[src/rtl/bp_pkg.sv]
// Shared constants and counter arithmetic for the branch direction predictor.
// Counter helpers work on a 4-bit container so one function serves CTR_W = 2..4.
package bp_pkg;

    localparam int MIN_CTR_W = 2;
    localparam int MAX_CTR_W = 4;

    // Named states of a 2-bit counter.
    localparam logic [1:0] SNT = 2'b00;
    localparam logic [1:0] WNT = 2'b01;
    localparam logic [1:0] WT  = 2'b10;
    localparam logic [1:0] ST  = 2'b11;

    typedef logic [MAX_CTR_W-1:0] ctr_t;

    // Weakly-not-taken: the value just below the taken threshold.
    function automatic ctr_t ctr_reset(input int ctr_w);
        return ctr_t'((1 << (ctr_w - 1)) - 1);
    endfunction

    function automatic ctr_t sat_step(input ctr_t ctr, input logic taken, input int ctr_w);
        int max_val;
        max_val = (1 << ctr_w) - 1;
        if (taken) begin
            return (int'(ctr) < max_val) ? ctr + ctr_t'(1) : ctr;
        end
        return (ctr != '0) ? ctr - ctr_t'(1) : ctr;
    endfunction

endpackage

[src/rtl/bp_counter_table.sv]
// Table of saturating direction counters: one combinational read port and one
// write port; a read hitting the index being written sees the post-update value.
module bp_counter_table
    import bp_pkg::*;
#(
    parameter int INDEX_W = 6,
    parameter int CTR_W   = 2
) (
    input  logic               clk,
    input  logic               rst_n,
    input  logic               i_wr_en,
    input  logic [INDEX_W-1:0] i_wr_idx,
    input  logic               i_wr_taken,
    input  logic [INDEX_W-1:0] i_rd_idx,
    output logic               o_rd_taken
);

    localparam int               DEPTH    = 1 << INDEX_W;
    localparam logic [CTR_W-1:0] CTR_INIT = CTR_W'(ctr_reset(CTR_W));

    logic [CTR_W-1:0] w_ctr [DEPTH];
    logic [CTR_W-1:0] w_wr_cur;
    logic [CTR_W-1:0] w_wr_next;
    logic [CTR_W-1:0] w_rd_ctr;
    logic             w_bypass;

    assign w_wr_cur  = w_ctr[i_wr_idx];
    assign w_wr_next = CTR_W'(sat_step(ctr_t'(w_wr_cur), i_wr_taken, CTR_W));

    // Each entry is its own flop group so the whole table clears on rst_n.
    genvar gi;
    generate
        for (gi = 0; gi < DEPTH; gi++) begin : g_entry
            logic [CTR_W-1:0] r_ctr;

            always_ff @(posedge clk or negedge rst_n) begin
                if (!rst_n) begin
                    r_ctr <= CTR_INIT;
                end else if (i_wr_en && (i_wr_idx == INDEX_W'(gi))) begin
                    r_ctr <= w_wr_next;
                end
            end

            assign w_ctr[gi] = r_ctr;
        end
    endgenerate

    assign w_bypass   = i_wr_en && (i_wr_idx == i_rd_idx);
    assign w_rd_ctr   = w_bypass ? w_wr_next : w_ctr[i_rd_idx];
    assign o_rd_taken = w_rd_ctr[CTR_W-1];

endmodule

[src/rtl/bimodal_predictor_table.sv]
// Bimodal branch direction predictor with registered lookup, resolve/update port
// and saturating mispredict counter. Define BP_GSHARE_EN to hash the PC with global history.
module bimodal_predictor_table
    import bp_pkg::*;
#(
    parameter int PC_W    = 32,
    parameter int INDEX_W = 6,
    parameter int CTR_W   = 2,
    parameter int GHR_W   = 6,
    parameter int MISS_W  = 16
) (
    input  logic               clk,
    input  logic               rst_n,
    input  logic               req_valid,
    input  logic [PC_W-1:0]    req_pc,
    output logic               pred_valid,
    output logic               pred_taken,
    output logic [INDEX_W-1:0] pred_index,
    input  logic               upd_valid,
    input  logic [INDEX_W-1:0] upd_index,
    input  logic               upd_taken,
    input  logic               upd_pred,
    output logic [MISS_W-1:0]  miss_count,
    input  logic               clr_stats
);

    generate
        if (INDEX_W < 1 || INDEX_W > PC_W - 2) begin : g_bad_index_w
            $error("bimodal_predictor_table: INDEX_W must be in 1..PC_W-2");
        end
        if (CTR_W < MIN_CTR_W || CTR_W > MAX_CTR_W) begin : g_bad_ctr_w
            $error("bimodal_predictor_table: CTR_W must be in 2..4");
        end
        if (GHR_W < 2 || GHR_W > INDEX_W) begin : g_bad_ghr_w
            $error("bimodal_predictor_table: GHR_W must be in 2..INDEX_W");
        end
        if (MISS_W < 1) begin : g_bad_miss_w
            $error("bimodal_predictor_table: MISS_W must be at least 1");
        end
    endgenerate

    logic [INDEX_W-1:0] w_pc_index;
    logic [INDEX_W-1:0] w_lookup_index;
    logic               w_rd_taken;
    logic               w_mispredict;
    logic               w_unused_pc;

    logic               r_pred_valid;
    logic               r_pred_taken;
    logic [INDEX_W-1:0] r_pred_index;
    logic [MISS_W-1:0]  r_miss_count;

    // Bits [1:0] are instruction alignment; upper bits fall outside the index.
    assign w_pc_index  = req_pc[INDEX_W+1:2];
    assign w_unused_pc = ^req_pc;

`ifdef BP_GSHARE_EN
    logic [GHR_W-1:0] r_ghr;

    // A lookup in the same cycle as a shift hashes with the pre-shift history.
    always_ff @(posedge clk or negedge rst_n) begin
        if (!rst_n) begin
            r_ghr <= '0;
        end else if (upd_valid) begin
            r_ghr <= {r_ghr[GHR_W-2:0], upd_taken};
        end
    end

    assign w_lookup_index = w_pc_index ^ INDEX_W'(r_ghr);
`else
    assign w_lookup_index = w_pc_index;
`endif

    bp_counter_table #(
        .INDEX_W (INDEX_W),
        .CTR_W   (CTR_W)
    ) u_table (
        .clk        (clk),
        .rst_n      (rst_n),
        .i_wr_en    (upd_valid),
        .i_wr_idx   (upd_index),
        .i_wr_taken (upd_taken),
        .i_rd_idx   (w_lookup_index),
        .o_rd_taken (w_rd_taken)
    );

    always_ff @(posedge clk or negedge rst_n) begin
        if (!rst_n) begin
            r_pred_valid <= 1'b0;
            r_pred_taken <= 1'b0;
            r_pred_index <= '0;
        end else begin
            r_pred_valid <= req_valid;
            if (req_valid) begin
                r_pred_taken <= w_rd_taken;
                r_pred_index <= w_lookup_index;
            end
        end
    end

    assign w_mispredict = upd_valid && (upd_pred != upd_taken);

    // Clearing wins over a mispredict in the same cycle.
    always_ff @(posedge clk or negedge rst_n) begin
        if (!rst_n) begin
            r_miss_count <= '0;
        end else if (clr_stats) begin
            r_miss_count <= '0;
        end else if (w_mispredict && !(&r_miss_count)) begin
            r_miss_count <= r_miss_count + MISS_W'(1);
        end
    end

    assign pred_valid = r_pred_valid;
    assign pred_taken = r_pred_taken;
    assign pred_index = r_pred_index;
    assign miss_count = r_miss_count;

endmodule

[config.mk]
export PLATFORM = sky130hd
export DESIGN_NAME = bimodal_predictor_table
export DESIGN_NICKNAME = d
export VERILOG_FILES = /design/src/rtl/bp_pkg.sv /design/src/rtl/bp_counter_table.sv /design/src/rtl/bimodal_predictor_table.sv
export SDC_FILE = /design/constraint.sdc
export NUM_CORES = 1
export LEC_CHECK = 0
export ABC_AREA = 1
export BUFFER_PORTS_ARGS = -buffer_cell sky130_fd_sc_hd__buf_4
export CORE_MARGIN = 2
export CORE_UTILIZATION = 50
export CTS_BUF_LIST = sky130_fd_sc_hd__clkbuf_8
export CTS_CLUSTER_DIAMETER = 150
export DETAILED_ROUTE_END_ITERATION = 12
export MAX_ROUTING_LAYER = met4
export PLACE_DENSITY = 0.68
export SETUP_SLACK_MARGIN = 0.1
export SLEW_MARGIN = 10
export SYNTH_ARGS = -nofsm -noshare
export SYNTH_HDL_FRONTEND = slang
export SYNTH_SLANG_ARGS = --single-unit
[constraint.sdc]
create_clock -name clk -period 2.8 [get_ports clk]
set_clock_uncertainty 0.2 [all_clocks]
set_input_delay 0.14 -clock clk [delete_from_list [all_inputs] [get_ports clk]]
set_output_delay 0.14 -clock clk [all_outputs]
set_load 0.02 [all_outputs]
==> summary.md <==
| Metric | Value |
|---|---|
| 1st-pass router iterations | `5` |
| CTS tree | `done` |
| CTS Buffer Depth | `2` |
| Reg clk slew, reported paths | `0.10 ns` |
| Antenna diodes | `0` |
| Hold Slack | `0.0211 ns` |
| Hold Crit Class | `in2reg` |
| Port Buf Inserts | `42` |
| Post-synthesis cell area | `8490 µm²` |
| Post-CTS Setup Bufs | `0` |
| Relative slew slack | `50.2%` |
| Crit-path max FO | `15` |
| Syn Nets | `1,275` |
| Worst hold path endpoint | `miss_count[1]` |
| Initial Util | `51.2%` |
| CP delay by family, top | `buffers and inverters` |
| Reg-to-reg endpoint | `miss_count[14]` |
| Total track usage | `30.3%` |
| Die height | `134 µm` |
| Vias | `8,025` |
| Status | `complete, no violations` |
| Total number of H-tree levels | `4` |
| TNS Setup | `0 ns` |
| Final worst-path cycle share | `88.2%` |
| Most used cell along the critical path | `nor2_1` |
| Register area | `3880 µm²` |
| Global-route wire length before repair | `40,600 µm` |
| Synth async-reset ratio | `100%` |
| TritonCTS Buffers | `17` |
| Pleak | `4.53 nW` |
| CP arrival | `2.68 ns` |
| Critical Path RT | `3.01 ns` |
| Synth top cells by count | `435 x nand2_1, 225 x nor2_1, 88 x dfrtp_1` |
| Largest net degree at the start of global routing | `47` |
| Clk sinks | `152` |
| WHS Path Cells | `7` |
| #FFs+latches synth | `152` |
| Initial antenna violation count | `0` |
| Via/cell ratio | `5.34` |
| R2R Setup Slk | `0.41 ns` |
| Post-synth EDFFs | `0` |
| Max stage delay on crit path | `0.62 ns` |
| Top post-synthesis cells by area | `dfrtp_1 26%, dfstp_2 20%, nand2_1 19%` |
| Skew-Pair Late Insertion Delay | `0.48 ns` |
| Syn avg cell area | `6.91 µm²` |
| CTS root buf | `clkbuf_8` |
| Critical path type | `in2reg` |
| # DRC | `0` |
| Final #Nets | `1,316` |
| Yosys warns | `0` |
| Avg WL per Cell | `17.0 µm` |
| Multi-input logic area | `4000 µm²` |
| PD cells | `641 nW/µm²` |
| Worst setup margin | `0.330 ns` |
| Max VDD drop | `0.297 mV` |
| DRT iter0 DRCs | `647` |
| Top-count cell post-synth | `nand2_1` |
| Grt total ovfl | `0` |
| Place WS | `0.267 ns` |
| Crit-path cells | `dlygate4sd3_1 > buf_4 > nor2_1 > dlygate4sd3_1 > inv_1 > nor2_1 > inv_1 > nor2_1 > nor2_1 > a31oi_1` |
| Ports | `69` |
| R2R Path Start | `miss_count[0]` |
| Final slew viol count | `0` |
| CP Launch Type | `input pin` |
| Share of cells above drive strength 1 | `13.6%` |
| Final Hold Viols | `0` |
| Antenna-violating nets left | `0` |
| Number of global-route vias before repair | `7,546` |
| Area Overhead vs Synth | `12.7%` |
| Final Setup Violations | `0` |
| GPL Wtd Cong | `0.947` |
| Register area share after synthesis | `45.7%` |
| Mapped Cells | `1,229` |
| Max Cap Viol | `0` |
| Die Wd | `134 µm` |
| Largest area contributor in the netlist | `dfrtp_1` |
| Top FF cell, synth | `dfrtp_1` |
| CP Capture Type | `flop` |
| Crit path max-delay cell type | `dlygate4sd3_1` |
| Post-route minimum period | `2.47 ns` |
| Post-synth top area share | `25.9%` |
| Placeable Area | `16,600 µm²` |
| Drt total wl | `25,500 µm` |
| Die area | `18,000 µm²` |
| F_max | `405 MHz` |
| Library cells used by synthesis | `32` |
| Hpwl dp | `17,000 µm` |
| CP Buf/Inv Count | `5` |
| Unrepaired setup endpoints after global routing | `no` |
| Worst-Margin Slew | `0.745 ns` |
| Path depth of the worst reg2reg path | `11` |
| Num rows | `47` |
| Min-delay src | `upd_pred` |
| Tot Pwr | `6.14 mW` |
| Fill count | `1,620` |
kinds of logic after synthesis:
kind of cell | synth area share [%]
xor gates and xnor gates | 0.413
adders and majority gates | 0.147
and+or+nand+nor | 34.9
DFF | 45.7
AOI/OAI and AO/OA | 11.6
buffers and inverters | 7.23
flip-flops by register name (all words and copies together), names as in the netlist:
| signal | cells |
|---|---|
| pred_valid | 1 |
| miss_count | 16 |
| pred_taken | 1 |
| u_table.g_entry.r_ctr | 128 |
| pred_index | 6 |
power breakdown:
group	total (mW)	leakage [nW]	internal [mW]	switching, mW
sequential	2.94	1.81	2.70	0.244
clock	1.83	0.214	0.901	0.931
combinational	1.36	2.50	0.505	0.859
total	6.14	4.53	4.11	2.04
tightest hold or removal path, cell delays in order:
cell,delay (ns)
buf_4,0.08
nand2_1,0.04
nand2_1,0.05
nor2_1,0.05
o21ai_2,0.15
nand3_1,0.09
nand2_1,0.06
what timing repair did:
item	in CTS	in global routing
endpoints found under the hold margin	135	0
setup endpoints to repair	0	10
gates resized for setup	0	1
hold buffers	9	0
layer usage:
metal,wire length [µm],vias to the layer above,global-route usage (%)
li1,-,3997,-
met1,11500,3726,41.2
met2,11700,254,45.6
met3,1580,48,5.33
met4,674,0,11.5
met5,0,-,-
final cells by class:
type | instances | area share, %
repair buffers | 74 | 6.97
well taps | 220 | 2.88
flip-flops and latches | 152 | 40.6
clock inverters | 15 | 1.97
multi-input cells | 939 | 41.8
clock buffers | 17 | 2.44
inverters | 86 | 3.40
through the flow:
| step | std cells | util, % | area (µm²) |
|---|---|---|---|
| after detailed placement | 1462 | 54.5 | 9050 |
| after floorplan | 1229 | - | 8490 |
| after global placement | 1462 | 54.5 | 9050 |
| after CTS | 1503 | 57.7 | 9570 |
| final | 1503 | 57.7 | 9570 |
| after global routing | 1503 | 57.7 | 9570 |
worst max path at each step:
stage             startpoint                            to  slack (ns)  cells after the start
2_1_floorplan  miss_count[0]                miss_count[14]        0.61                     11
6_report        upd_index[5]  u_table.g_entry[11].r_ctr[0]        0.33                     10
3_5_place_dp    upd_index[0]  u_table.g_entry[30].r_ctr[1]        0.27                     17
4_1_cts        miss_count[0]                miss_count[14]        0.29                     11
5_1_grt        miss_count[0]                miss_count[14]        0.12                     11
3_3_place_gp    upd_index[0]  u_table.g_entry[30].r_ctr[1]        0.30                     17
layout by cell type, fill, tap and decap left out, types with 2 or more instances in the layout:
cell	synthesis	final
nand2_4	2	2
clkinv_1	3	3
xor2_1	2	2
inv_1	81	81
o2111ai_1	2	2
nand2_1	435	435
o21ai_1	30	30
buf_4	10	58
nor2_1	225	225
clkbuf_8	0	17
bufinv_16	0	3
xnor2_1	2	2
dfrtp_1	88	88
nor3_1	11	10
nand3_1	70	70
dfstp_2	64	64
inv_6	0	5
dlygate4sd3_1	0	8
o21ai_0	30	30
a31oi_1	46	46
clkinv_2	0	2
buf_12	0	7
a21oi_1	73	73
clkinv_4	0	3
nand2_2	3	3
Note: power is estimated with default switching activity, not from simulation.
